[src/rtl/avf_dur_sched.sv]
// avf_dur_sched: round-robin drain scheduler for AVF duration trackers.
// Owns the window timestamp, grants one tracker pop per cycle and folds the
// popped duration into that source's residency accumulator through one
// shared adder. A run/stop/drain FSM sequences the measurement window.
// Optional build macro AVF_DUR_SAT_EN: saturating accumulators plus a
// sticky sat_flag output (bit i = acc[i], bit NUM_SRC = sample_cnt).
module avf_dur_sched #(
    parameter int NUM_SRC = 4,
    parameter int DUR_W   = 10,
    parameter int ACC_W   = 32
) (
    input  logic                       clk,
    input  logic                       reset_n,
    input  logic                       start,
    input  logic                       stop,
    input  logic                       clear,
    input  logic [NUM_SRC-1:0]         src_valid,
    input  logic [NUM_SRC*DUR_W-1:0]   src_dur,
    output logic [NUM_SRC-1:0]         src_pop,
    output logic [DUR_W-1:0]           timestamp,
    output logic [NUM_SRC*ACC_W-1:0]   acc,
    output logic [ACC_W-1:0]           sample_cnt,
    output logic                       busy,
    output logic                       done
`ifdef AVF_DUR_SAT_EN
    ,
    output logic [NUM_SRC:0]           sat_flag
`endif
);

    localparam int PTR_W = (NUM_SRC > 1) ? $clog2(NUM_SRC) : 1;

    typedef enum logic [1:0] {
        ST_IDLE  = 2'd0,
        ST_RUN   = 2'd1,
        ST_DRAIN = 2'd2,
        ST_DONE  = 2'd3
    } state_t;

    state_t             r_state;
    state_t             w_state_nxt;

    logic [DUR_W-1:0]   r_ts;
    logic [ACC_W-1:0]   r_acc [NUM_SRC];
    logic [ACC_W-1:0]   r_cnt;
    logic [PTR_W-1:0]   r_rr_ptr;

    logic               w_idle_like;
    logic               w_arb_en;
    logic               w_go;
    logic               w_clr;
    logic               w_any;
    logic               w_pop;
    logic [PTR_W-1:0]   w_grant;
    logic [PTR_W-1:0]   w_ptr_nxt;
    logic [DUR_W-1:0]   w_sel_dur;
    logic [ACC_W-1:0]   w_sel_acc;
    logic [ACC_W-1:0]   w_acc_new;
    logic [ACC_W-1:0]   w_cnt_new;
    logic               w_drain_exit;

`ifdef AVF_DUR_SAT_EN
    localparam int SUM_W = ((ACC_W > DUR_W) ? ACC_W : DUR_W) + 1;
    logic [SUM_W-1:0]   w_sum;
    logic               w_acc_ovf;
    logic               w_cnt_ovf;
    logic [NUM_SRC:0]   r_sat;
`endif

    // State-derived qualifiers shared by the FSM, arbiter and datapath.
    always_comb begin
        w_idle_like  = (r_state == ST_IDLE) || (r_state == ST_DONE);
        w_arb_en     = (r_state == ST_RUN)  || (r_state == ST_DRAIN);
        w_go         = w_idle_like && start;
        w_clr        = w_idle_like && clear;
        w_drain_exit = (r_state == ST_DRAIN) && (src_valid == {NUM_SRC{1'b0}});
    end

    // FSM state register.
    always_ff @(posedge clk or negedge reset_n) begin
        if (!reset_n) begin
            r_state <= ST_IDLE;
        end else begin
            r_state <= w_state_nxt;
        end
    end

    // FSM next-state: start from IDLE/DONE, stop from RUN, drain until empty.
    always_comb begin
        w_state_nxt = r_state;
        case (r_state)
            ST_IDLE, ST_DONE: begin
                if (start) begin
                    w_state_nxt = ST_RUN;
                end else begin
                    w_state_nxt = r_state;
                end
            end
            ST_RUN: begin
                if (stop) begin
                    w_state_nxt = ST_DRAIN;
                end else begin
                    w_state_nxt = ST_RUN;
                end
            end
            ST_DRAIN: begin
                if (w_drain_exit) begin
                    w_state_nxt = ST_DONE;
                end else begin
                    w_state_nxt = ST_DRAIN;
                end
            end
            default: begin
                w_state_nxt = ST_IDLE;
            end
        endcase
    end

    // Round-robin search: first valid source at or after rr_ptr, with wrap.
    always_comb begin
        int v_idx;
        v_idx   = 0;
        w_any   = 1'b0;
        w_grant = {PTR_W{1'b0}};
        for (int k = 0; k < NUM_SRC; k++) begin
            v_idx = int'(r_rr_ptr) + k;
            if (v_idx >= NUM_SRC) begin
                v_idx = v_idx - NUM_SRC;
            end else begin
                v_idx = v_idx;
            end
            if (!w_any && src_valid[v_idx]) begin
                w_any   = 1'b1;
                w_grant = PTR_W'(v_idx);
            end else begin
                w_any   = w_any;
            end
        end
    end

    // Pop qualification, one-hot pop vector and pointer advance.
    always_comb begin
        w_pop = w_arb_en && w_any;
        if (w_pop) begin
            src_pop = {{(NUM_SRC-1){1'b0}}, 1'b1} << w_grant;
        end else begin
            src_pop = {NUM_SRC{1'b0}};
        end
        if (w_grant == PTR_W'(NUM_SRC - 1)) begin
            w_ptr_nxt = {PTR_W{1'b0}};
        end else begin
            w_ptr_nxt = w_grant + PTR_W'(1);
        end
    end

    // Shared accumulate adder fed by the granted source, plus sample counter.
    always_comb begin
        w_sel_dur = src_dur[int'(w_grant)*DUR_W +: DUR_W];
        w_sel_acc = r_acc[w_grant];
`ifdef AVF_DUR_SAT_EN
        w_sum     = SUM_W'(w_sel_acc) + SUM_W'(w_sel_dur);
        w_acc_ovf = |w_sum[SUM_W-1:ACC_W];
        w_cnt_ovf = &r_cnt;
        if (w_acc_ovf) begin
            w_acc_new = {ACC_W{1'b1}};
        end else begin
            w_acc_new = w_sum[ACC_W-1:0];
        end
        if (w_cnt_ovf) begin
            w_cnt_new = r_cnt;
        end else begin
            w_cnt_new = r_cnt + ACC_W'(1);
        end
`else
        w_acc_new = w_sel_acc + ACC_W'(w_sel_dur);
        w_cnt_new = r_cnt + ACC_W'(1);
`endif
    end

    // Window timestamp: zeroed on window start, counts in RUN/DRAIN, else frozen.
    always_ff @(posedge clk or negedge reset_n) begin
        if (!reset_n) begin
            r_ts <= {DUR_W{1'b0}};
        end else if (w_go) begin
            r_ts <= {DUR_W{1'b0}};
        end else if (w_arb_en) begin
            r_ts <= r_ts + DUR_W'(1);
        end else begin
            r_ts <= r_ts;
        end
    end

    // Round-robin pointer moves past the source just served.
    always_ff @(posedge clk or negedge reset_n) begin
        if (!reset_n) begin
            r_rr_ptr <= {PTR_W{1'b0}};
        end else if (w_pop) begin
            r_rr_ptr <= w_ptr_nxt;
        end else begin
            r_rr_ptr <= r_rr_ptr;
        end
    end

    // Per-source accumulators and sample count: clear, or fold in the pop.
    always_ff @(posedge clk or negedge reset_n) begin
        if (!reset_n) begin
            for (int i = 0; i < NUM_SRC; i++) begin
                r_acc[i] <= {ACC_W{1'b0}};
            end
            r_cnt <= {ACC_W{1'b0}};
        end else if (w_clr) begin
            for (int i = 0; i < NUM_SRC; i++) begin
                r_acc[i] <= {ACC_W{1'b0}};
            end
            r_cnt <= {ACC_W{1'b0}};
        end else if (w_pop) begin
            r_acc[w_grant] <= w_acc_new;
            r_cnt          <= w_cnt_new;
        end else begin
            r_cnt <= r_cnt;
        end
    end

`ifdef AVF_DUR_SAT_EN
    // Sticky saturation flags, dropped only by clear or reset.
    always_ff @(posedge clk or negedge reset_n) begin
        if (!reset_n) begin
            r_sat <= {(NUM_SRC+1){1'b0}};
        end else if (w_clr) begin
            r_sat <= {(NUM_SRC+1){1'b0}};
        end else if (w_pop) begin
            r_sat[w_grant] <= r_sat[w_grant] | w_acc_ovf;
            r_sat[NUM_SRC] <= r_sat[NUM_SRC] | w_cnt_ovf;
        end else begin
            r_sat <= r_sat;
        end
    end

    assign sat_flag = r_sat;
`endif

    // Flatten the accumulator array onto the output bus.
    genvar gi;
    generate
        for (gi = 0; gi < NUM_SRC; gi++) begin : g_acc_out
            assign acc[gi*ACC_W +: ACC_W] = r_acc[gi];
        end
    endgenerate

    assign timestamp  = r_ts;
    assign sample_cnt = r_cnt;
    assign busy       = w_arb_en;
    assign done       = w_drain_exit;

endmodule

[config.mk]
export PLATFORM = sky130hd
export DESIGN_NAME = avf_dur_sched
export DESIGN_NICKNAME = d
export VERILOG_FILES = /design/src/rtl/avf_dur_sched.sv
export SDC_FILE = /design/constraint.sdc
export NUM_CORES = 1
export LEC_CHECK = 0
export BUFFER_PORTS_ARGS = -buffer_cell sky130_fd_sc_hd__buf_2
export CAP_MARGIN = 20
export CORE_MARGIN = 8
export CORE_UTILIZATION = 50
export CTS_CLUSTER_SIZE = 40
export DETAILED_ROUTE_END_ITERATION = 8
export GPL_ROUTABILITY_DRIVEN = 0
export PLACE_DENSITY = 0.75
export SYNTH_ARGS = -nofsm -noshare
export SYNTH_HDL_FRONTEND = slang
export SYNTH_SLANG_ARGS = --single-unit
[constraint.sdc]
create_clock -name clk -period 6.7 [get_ports clk]
set_clock_uncertainty 0.05 [all_clocks]
set_input_delay 1.005 -clock clk [delete_from_list [all_inputs] [get_ports clk]]
set_output_delay 1.005 -clock clk [all_outputs]
set_load 0.005 [all_outputs]
==> flow_summary_export.csv <==
group,metric,value,unit
cts,h-tree-depth,4,
worst_setup_path,r2r_cells,18,
logic_synthesis,synth_largest_area_cell,"dfrtp_1",
worst_hold_path,hold_depth,1,
floorplanning,die_area,25000,um2
worst_setup_path,r2r_start,"r_rr_ptr[1]$_DFFE_PN0P_",
timing,worstMarginPinSlew,1.11,ns
logic_synthesis,ys_types,56,
cts,cts_sinks,174,
timing,setup_viol,0,
worst_setup_path,cp_data_required_time,7.01,ns
timing,slew_headroom,0.255,
worst_setup_path,crit_end,"acc[90]$_DFFE_PN0P_",
logic_synthesis,synth_top_area_share,0.430,
logic_synthesis,yosysWarnings,0,
cts,holdBufCountCts,0,
final_layout,regArea,4350,um2
power_and_ir_drop,p_leak,0.00610,uW
grt,grt_max_degree,106,
cts,cts_root_buf,"clkbuf_16",
worst_hold_path,min_path_type,"reg -> reg",
timing,finalSetupTns,0,ns
run,cap_violations,0,
routing,post_drt_wl_per_cell,19.7,um
timing,rsz0062_at_grt,"false",
timing,final_hold_viol_count,0,
floorplanning,die_h,158,um
final_layout,area_growth_syn_to_layout,17.4,%
routing,vias_per_cell,6.00,
grt,grt_usage,0.252,
final_layout,multi_input_area,5310,um2
worst_setup_path,r2r_setup_slack,1.40,ns
outcome,status,"complete, no violations",
final_layout,final_area,11900,um2
cts,insertion_delay,0.43,ns
cts,cts_resized,0,
routing,dr_total_vias,9626,
cts,cts_tree,"done",
worst_setup_path,cp_max_fo,21,
worst_setup_path,rr_endpoint,"acc[90]$_DFFE_PN0P_",
logic_synthesis,ys_seq_area_frac,0.430,
cts,cts_buffers,17,
logic_synthesis,netlist_area,10100,um2
placement,io_buffers,224,
floorplanning,design.core.area,20000,um2
cts,clk_pin_slew,0.07,ns
floorplanning,fp.dieW,158,um
logic_synthesis,syn_inst,1152,
worst_setup_path,endpoint_kind,"flop",
routing,routed_wl,31700,um
logic_synthesis,netlist_top_cells_area,"dfrtp_1 (43%), nand3_1 (8.0%), nand2_1 (6.3%)",
timing,slew_viol_final,0,
logic_synthesis,syn_area_per_cell,8.78,um2
power_and_ir_drop,ir_worst_vdd,0.000217,V
floorplanning,pin_count,225,
cts,cts_setup_buffers,0,
placement,place_area,11300,um2
worst_setup_path,crit_start,"src_valid[3]",
routing,firstDrtPassIters,5,
power_and_ir_drop,power.density,367,nW/um2
final_layout,fillers,1838,
floorplanning,row_count,52,
floorplanning,start_util,0.505,
grt,overflow,0,
routing,drc_errors,0,
grt,antenna_found_initial,0,
routing,first_iter_violations,947,
grt,grt_pass1_vias,9422,
grt,grt_pass1_wl,50200,um
worst_setup_path,worstPathArrival,5.81,ns
worst_setup_path,cp-start-kind,"primary input",
timing,period_share,0.820,
placement,dpl.hpwl,21000,um
timing,hold-worst-slack,0.432,ns
worst_setup_path,crit_type,"in -> reg",
timing,timing.fmax,182,MHz
logic_synthesis,synth_nets,1220,
timing,period_needed,5.49,ns
final_layout,drive_gt1_frac,0.232,
final_layout,antenna_cells,0,
routing,detail-route-antenna-nets,0,
final_layout,nets,1390,
logic_synthesis,ys_ff_latch,174,
cts,clk_path_buf_depth,2,
cells by family after synthesis:
group,synth area share
flip-flops,0.430
multiplexers,0.0790
AO/OA/AOI/OAI,0.113
AND/OR/NAND/NOR,0.267
XOR/XNOR,0.0398
buffers and inverters,0.0471
adder cells (fa/ha/maj),0.0242
cell usage in the layout (no fill, tap or decap), drive strengths merged, types with 8 or more instances in the layout:
cell type  instances
buf              237
dfrtp            174
nand2            171
nand3            162
o21ai             75
mux2i             57
nor2              56
and3              50
nand4             31
a21oi             30
a31oi             28
o211ai            28
xor2              26
clkbuf            21
nor3              21
xnor2             20
mux2              19
inv               19
ha                18
a21o              14
or4                9
nand2b             8
or3                8
cell usage after synthesis (all sizes together):
cell type  number
a211o           4
a211oi          4
a21o           14
a21oi          30
a22o            1
a311oi          2
a31oi          28
and2            7
and3           50
and3b           1
and4            5
buf            30
clkbuf         56
clkinv          1
dfrtp         174
fa              1
ha             18
inv            16
mux2           19
mux2i          57
nand2         171
nand2b          8
nand3         162
nand3b          3
nand4          31
nand4b          1
nor2           56
nor2b           4
nor3           21
nor4            4
o211ai         28
o21a            1
o21ai          75
o22ai           4
or2             1
or3             8
or4             9
or4b            1
xnor2          20
xor2           26
worst max-delay path, cell delays in order:
cell and delay [ns]:
buf_2 0.13, nor2b_2 0.15, nand3_1 0.10, nand3_2 0.31, clkinv_1 0.63, a31oi_1 0.35
ha_1 0.20, inv_1 0.05, fa_1 0.39, nor2b_1 0.13, o21a_1 0.13, o21ai_0 0.11
a21oi_1 0.21, a311oi_1 0.21, nor3_4 0.42, nand3_2 0.47, or4_1 0.68, nand3_1 0.10
cell type report:
type | instances | share of cell area
clock buffer | 21 | 0.0396
clock inverter | 11 | 0.00896
inverter | 17 | 0.00558
multi-input combinational | 875 | 0.448
sequential | 174 | 0.367
tap | 270 | 0.0285
timing repair buffer | 237 | 0.103
report_power, final:
part / internal, uW / total [uW] / switching (uW)
combinational: 674 / 2050 / 1380
clock: 546 / 982 / 436
sequential: 1190 / 1320 / 130
flip-flops by register name (all words and copies together) (netlist names):
name        count
sample_cnt     32
r_state         2
acc           128
timestamp      10
r_rr_ptr        2
stage by stage:
stage	utilization	setup WS (ns)	total power (uW)	instances
floorplan	-	1.52	2740	1152
global placement	0.564	1.03	3330	1573
detailed placement	0.564	0.868	3360	1573
CTS	0.593	1.26	4350	1605
global route	0.593	0.788	4620	1605
finish	0.593	1.21	4350	1605
metal layers:
layer  vias up  track usage  routed length [um]
li1       4449            -                   -
met1      4697        0.311               12900
met2       413        0.411               15000
met3        67       0.0532                2500
met4         0        0.126                1250
met5         -            0                   0
worst min path at each step:
stage,startpoint,to
floorplan,sample_cnt[31]$_DFFE_PN0P_,sample_cnt[31]$_DFFE_PN0P_
global placement,timestamp[9]$_DFFE_PN0P_,timestamp[9]$_DFFE_PN0P_
detailed placement,timestamp[9]$_DFFE_PN0P_,timestamp[9]$_DFFE_PN0P_
CTS,timestamp[9]$_DFFE_PN0P_,timestamp[9]$_DFFE_PN0P_
global route,acc[100]$_DFFE_PN0P_,acc[100]$_DFFE_PN0P_
finish,timestamp[9]$_DFFE_PN0P_,timestamp[9]$_DFFE_PN0P_
(Power assumes the default switching activity.)
